`src/rtl/uart_frame_tx_sched.sv`:
```
// Shares one UART transmitter between the result-frame streamer and an ack channel.
// Optional FRAME_CHECKSUM_EN adds an XOR checksum byte before the frame footer.
module uart_frame_tx_sched #(
    parameter int         IMG_W    = 32,
    parameter int         IMG_H    = 32,
    parameter int         BPP      = 3,
    parameter int         ADDR_W   = 12,
    parameter logic [7:0] HDR_BYTE = 8'hCC,
    parameter logic [7:0] FTR_BYTE = 8'h33
) (
    input  logic              clk,
    input  logic              reset_n,
    input  logic              frame_start,
    output logic              frame_busy,
    output logic              frame_done,
    output logic              rd_en,
    output logic [ADDR_W-1:0] rd_addr,
    input  logic [7:0]        rd_data,
    input  logic              ack_valid,
    input  logic [7:0]        ack_data,
    output logic              ack_ready,
    output logic [7:0]        tx_data,
    output logic              tx_start,
    input  logic              tx_busy
);

    localparam int COLOR_BYTES = IMG_W * IMG_H * BPP;
    localparam logic [ADDR_W-1:0] LAST_IDX = ADDR_W'(COLOR_BYTES - 1);
    localparam logic [15:0] W16 = 16'(IMG_W);
    localparam logic [15:0] H16 = 16'(IMG_H);

    typedef enum logic [3:0] {
        S_IDLE,
        S_ACK,
        S_HDR,
        S_DIM,
        S_FETCH,
        S_PIX,
`ifdef FRAME_CHECKSUM_EN
        S_CSUM,
`endif
        S_FTR,
        S_GAP
    } state_t;

    state_t            r_state;
    state_t            r_next;
    logic              r_pend;
    logic [ADDR_W-1:0] r_idx;
    logic [1:0]        r_dim;
    logic [7:0]        r_hold;
    logic              r_have;
`ifdef FRAME_CHECKSUM_EN
    logic [7:0]        r_csum;
`endif

    logic       w_hdr_go;
    logic [7:0] w_dim_byte;
    logic [7:0] w_pix_byte;

    // Header is issued on the edge that enters HDR so it lands two cycles after the request.
    assign w_hdr_go = (r_state == S_IDLE) && !ack_valid && r_pend && !tx_busy;

    assign w_pix_byte = r_have ? r_hold : rd_data;

    always_comb begin
        w_dim_byte = 8'h00;
        unique case (r_dim)
            2'd0: w_dim_byte = W16[15:8];
            2'd1: w_dim_byte = W16[7:0];
            2'd2: w_dim_byte = H16[15:8];
            2'd3: w_dim_byte = H16[7:0];
        endcase
    end

    always_ff @(posedge clk or negedge reset_n) begin
        if (!reset_n) begin
            r_pend <= 1'b0;
        end else if (w_hdr_go) begin
            r_pend <= 1'b0;
        end else if (frame_start) begin
            r_pend <= 1'b1;
        end
    end

    always_ff @(posedge clk or negedge reset_n) begin
        if (!reset_n) begin
            r_state    <= S_IDLE;
            r_next     <= S_IDLE;
            r_idx      <= '0;
            r_dim      <= 2'd0;
            r_hold     <= 8'h00;
            r_have     <= 1'b0;
`ifdef FRAME_CHECKSUM_EN
            r_csum     <= 8'h00;
`endif
            tx_start   <= 1'b0;
            tx_data    <= 8'h00;
            rd_en      <= 1'b0;
            rd_addr    <= '0;
            frame_busy <= 1'b0;
            frame_done <= 1'b0;
            ack_ready  <= 1'b0;
        end else begin
            tx_start   <= 1'b0;
            rd_en      <= 1'b0;
            frame_done <= 1'b0;
            ack_ready  <= 1'b0;
            unique case (r_state)
                S_IDLE: begin
                    if (ack_valid) begin
                        r_state <= S_ACK;
                    end else if (w_hdr_go) begin
                        r_state    <= S_HDR;
                        tx_start   <= 1'b1;
                        tx_data    <= HDR_BYTE;
                        frame_busy <= 1'b1;
                        r_idx      <= '0;
                        r_dim      <= 2'd0;
`ifdef FRAME_CHECKSUM_EN
                        r_csum     <= 8'h00;
`endif
                    end
                end
                S_ACK: begin
                    if (!tx_busy) begin
                        tx_start  <= 1'b1;
                        tx_data   <= ack_data;
                        ack_ready <= 1'b1;
                        r_next    <= S_IDLE;
                        r_state   <= S_GAP;
                    end
                end
                S_HDR: begin
                    r_next  <= S_DIM;
                    r_state <= S_GAP;
                end
                S_DIM: begin
                    if (!tx_busy) begin
                        tx_start <= 1'b1;
                        tx_data  <= w_dim_byte;
                        r_dim    <= r_dim + 2'd1;
                        r_next   <= (r_dim == 2'd3) ? S_FETCH : S_DIM;
                        r_state  <= S_GAP;
                    end
                end
                S_FETCH: begin
                    r_have  <= 1'b0;
                    r_state <= S_PIX;
                end
                S_PIX: begin
                    // Read data is only valid on the first PIX cycle; hold it while UART is busy.
                    if (!r_have) begin
                        r_hold <= rd_data;
                        r_have <= 1'b1;
                    end
                    if (!tx_busy) begin
                        tx_start <= 1'b1;
                        tx_data  <= w_pix_byte;
                        r_have   <= 1'b0;
`ifdef FRAME_CHECKSUM_EN
                        r_csum   <= r_csum ^ w_pix_byte;
`endif
                        if (r_idx == LAST_IDX) begin
`ifdef FRAME_CHECKSUM_EN
                            r_next <= S_CSUM;
`else
                            r_next <= S_FTR;
`endif
                        end else begin
                            r_idx  <= r_idx + 1'b1;
                            r_next <= S_FETCH;
                        end
                        r_state <= S_GAP;
                    end
                end
`ifdef FRAME_CHECKSUM_EN
                S_CSUM: begin
                    if (!tx_busy) begin
                        tx_start <= 1'b1;
                        tx_data  <= r_csum;
                        r_next   <= S_FTR;
                        r_state  <= S_GAP;
                    end
                end
`endif
                S_FTR: begin
                    if (!tx_busy) begin
                        tx_start   <= 1'b1;
                        tx_data    <= FTR_BYTE;
                        frame_done <= 1'b1;
                        r_next     <= S_IDLE;
                        r_state    <= S_GAP;
                    end
                end
                S_GAP: begin
                    r_state <= r_next;
                    if (r_next == S_FETCH) begin
                        rd_en   <= 1'b1;
                        rd_addr <= r_idx;
                    end
                    if (r_next == S_IDLE) begin
                        frame_busy <= 1'b0;
                    end
                end
                default: r_state <= S_IDLE;
            endcase
        end
    end

endmodule

```
`config.mk`:
```
export PLATFORM = sky130hd
export DESIGN_NAME = uart_frame_tx_sched
export DESIGN_NICKNAME = d
export VERILOG_FILES = /design/src/rtl/uart_frame_tx_sched.sv
export SDC_FILE = /design/constraint.sdc
export NUM_CORES = 1
export LEC_CHECK = 0
export ABC_AREA = 1
export CAP_MARGIN = 40
export CORE_MARGIN = 10
export CORE_UTILIZATION = 37
export CTS_CLUSTER_SIZE = 28
export DETAILED_ROUTE_END_ITERATION = 6
export PLACE_DENSITY = 0.6
export SLEW_MARGIN = 20
export SYNTH_ARGS = -nofsm -noshare
export SYNTH_HDL_FRONTEND = slang
export SYNTH_SLANG_ARGS = --single-unit
```
`constraint.sdc`:
```
create_clock -name clk -period 1.8 [get_ports clk]
set_input_delay 0.36 -clock clk [delete_from_list [all_inputs] [get_ports clk]]
set_output_delay 0.36 -clock clk [all_outputs]
set_load 0.02 [all_outputs]
```
==> impl_metrics.py <==
metrics = {
    "run_status": {
        "outcome": "completed",
    },
    "power": {
        "switchingPower_mw": 2.28,
        "seqPwrFrac_pct": 37.2,
        "vdd_ir_drop_max_uv": 644,
        "power_frac_comb_pct": 47.4,
        "power_density_mw_per_mm2": 1500,
        "p_sw_share_pct": 42.7,
        "clkPwrFrac_pct": 15.4,
        "power_leakage_nw": 1.64,
        "power.internal_mw": 3.06,
    },
    "logic_synthesis": {
        "synth_edf_count": 0,
        "synth_top_family_by_area": "simple AND/OR/NAND/NOR gates",
        "synth_xor_area_share_pct": 0.308,
        "synth-compound-area-share_pct": 11.4,
        "synth_area_per_cell_sq_um": 8.19,
        "synthSimpleGateAreaFrac_pct": 30.5,
        "syn_area_sq_mm": 0.00284,
        "synth-seq-cells": 55,
        "syn_nets": 371,
        "synth_area_leaders": "dfrtp_1 48%, nand2_1 13%, nand3_1 4.4%, inv_1 4.4%, o21ai_0 4.2%",
        "synth-adder-area-share_pct": 1.32,
        "syn_inst": 347,
        "synth_flop_cell": "dfrtp_1",
        "yosysMostFrequentCell": "nand2_1",
        "synthMuxAreaShare_pct": 0,
        "yosysUniqueCellTypes": 35,
        "yosysTopAreaCellShare_pct": 48.4,
        "yosys.area.top_type": "dfrtp_1",
        "yosys_warnings": 0,
        "postSynth.asyncResetShare_pct": 100,
        "seq_area_frac_synth_pct": 48.4,
        "ys_top_cells_by_count": "102 x nand2_1, 55 x dfrtp_1, 33 x inv_1",
    },
    "grt": {
        "grt_pass1_vias": 2369,
        "overflow": 0,
        "grt_usage_pct": 11.9,
        "grt_max_degree": 56,
        "grt_pass1_wl_um": 11400,
        "antenna_found_initial": 0,
    },
    "drt": {
        "drcViolationCount": 0,
        "ant_nets": 0,
        "wire_per_inst_um": 13.2,
        "drt_iter0_drc": 81,
        "wirelength_um": 6610,
        "firstDrtPassIters": 4,
        "vias": 2357,
        "via_per_inst": 4.71,
    },
    "floorplan": {
        "fp.coreArea_sq_mm": 0.00737,
        "floorplan.io_pins": 46,
        "initial_utilization_pct": 38.6,
        "dieArea_sq_mm": 0.0116,
        "die_y_um": 108,
        "die_w_um": 108,
        "std_cell_rows": 31,
    },
    "sta": {
        "report.final.slew_viol_count": 0,
        "relSlewSlack_pct": 68.0,
        "fmax_mhz": 602,
        "fin_hold_ws_ns": 0.0348,
        "final_hold_viol_count": 0,
        "fin_crit_ns": 1.66,
        "tightest_slew_ns": 0.477,
        "grt_setup_unrepaired": "false",
        "period_share_pct": 92.4,
        "tns_ns": 0,
        "fin_skew_ns": 0.00517,
        "setup_ws_ns": 0.138,
        "setup_violations": 0,
    },
    "setup_path": {
        "worst-path-buf-inv": 1,
        "critPathSlowestCell": "clkdlybuf4s50_1",
        "required_ns": 1.44,
        "arrival_ns": 1.30,
        "worstSetupStartpointType": "flop",
        "crit_chain": "clkdlybuf4s50_1",
        "worst-setup-path-type": "reg -> out",
        "endpoint_kind": "output port",
        "crit_fanout": 2,
        "critPathMaxStageDelay_ns": 0.62,
        "path_delay_family": "buffers and inverters",
    },
    "clock_network": {
        "postCtsHoldBufs": 0,
        "cts_made_buffers": 5,
        "clkTransAtPathRegs_ns": 0.10,
        "cts_tree": "built",
        "clk_latency_ns": 0.31,
        "root_buffer": "clkbuf_8",
        "clockBufferDepth": 2,
        "htree_levels": 2,
        "clock-sinks": 55,
    },
    "place": {
        "dp_hpwl_um": 4850,
        "place_ws_ns": -0.0504,
        "port_buffers": 45,
        "place.gp.congestion": 0.842,
    },
    "finish": {
        "drive_gt1_share_pct": 14.2,
        "final_net_count": 425,
        "synthToLayoutAreaGrowth_pct": 25.1,
        "diodes": 0,
    },
    "flow_run": {
        "max-cap-violations": 0,
    },
    "worst_hold_path": {
        "hold_class": "in -> async",
    },
}
==> path summary, 6_finish.rpt <==
| kind | start | endpoint | slack [ns] | cells past startpoint |
|---|---|---|---|---|
| max in group asynchronous | reset_n | r_idx[6] | 1.53 | 2 |
| worst min-delay path | reset_n | tx_data[5] | 0.03 | 2 |
| worst max register to register | r_state[0] | r_idx[6] | 0.20 | 8 |
| worst max-delay path | rd_addr[4] | rd_addr[4] | 0.14 | 1 |
| worst min register to register | tx_data[3] | tx_data[3] | 0.48 | 2 |
| min in group clk | tx_data[3] | tx_data[3] | 0.48 | 2 |
==> flip-flops by register name (all words and copies together), names as in the netlist <==
register and flops:
frame_busy 1, r_idx 12, r_hold 8, ack_ready 1, r_pend 1, rd_en 1, r_state 3, rd_addr 12
tx_start 1, r_dim 2, frame_done 1, r_have 1, r_next 3, tx_data 8
==> repair_timing <==
action	in CTS	in global routing
setup endpoints to repair	0	2
buffers inserted	0	0
resized for setup	0	1
hold endpoints to repair	0	0
==> cell families after synthesis <==
group,count (synthesis)
DFF,55
xor gates and xnor gates,1
and+or+nand+nor,185
buffers and inverters,49
AOI/OAI and AO/OA,54
adders and majority gates,3
==> cell usage in the layout, fill, tap and decap left out, types with 2 or more instances in the layout <==
cell type and count:
nand4_1 6, nand2_1 102, dfrtp_1 55, nand3_2 4, a21oi_1 11, o211ai_1 3, buf_4 11, o21ai_2 10
ha_1 3, nand3_1 25, nand2_2 9, nor2_1 28, o21ai_1 3, inv_4 3, inv_2 2, o21ai_0 24
inv_1 33, clkdlybuf4s50_1 44, clkbuf_8 5, nand2_4 2
==> power by group through the flow <==
| stage | Sequential [mW] | Clock, mW | Combinational (mW) |
|---|---|---|---|
| floorplan | 2.16 | 0 | 1.57 |
| global route | 2.04 | 0.887 | 2.88 |
| finish | 1.98 | 0.822 | 2.53 |
| detailed placement | 2.01 | 0 | 2.55 |
| CTS | 1.99 | 0.846 | 2.56 |
| global placement | 2.00 | 0 | 2.52 |
==> metal layers <==
metal	track usage, %	part of all wire, %
met4	3.15	1.1
met5	0	0
met2	19.4	45
met1	15.0	48
met3	3.35	6.5
==> per-stage QoR <==
step / cell area (sq um) / utilization, % / total power, mW / std cells
final: 3550 / 48.2 / 5.34 / 500
after global routing: 3550 / 48.2 / 5.81 / 500
after CTS: 3540 / 48.1 / 5.39 / 500
after detailed placement: 3440 / 46.7 / 4.56 / 493
after global placement: 3440 / 46.7 / 4.52 / 493
after floorplan: 2840 / - / 3.73 / 347
==> layout make-up <==
type	count	area, sq um
sequential	55	1380
clock buffer	5	68.8
timing repair buffer	57	548
fill	742	3820
multi-input combinational	243	1240
inverter	39	154
tap	99	124
clock inverter	2	37.5
No activity file was read; power rests on OpenSTA's default activity.
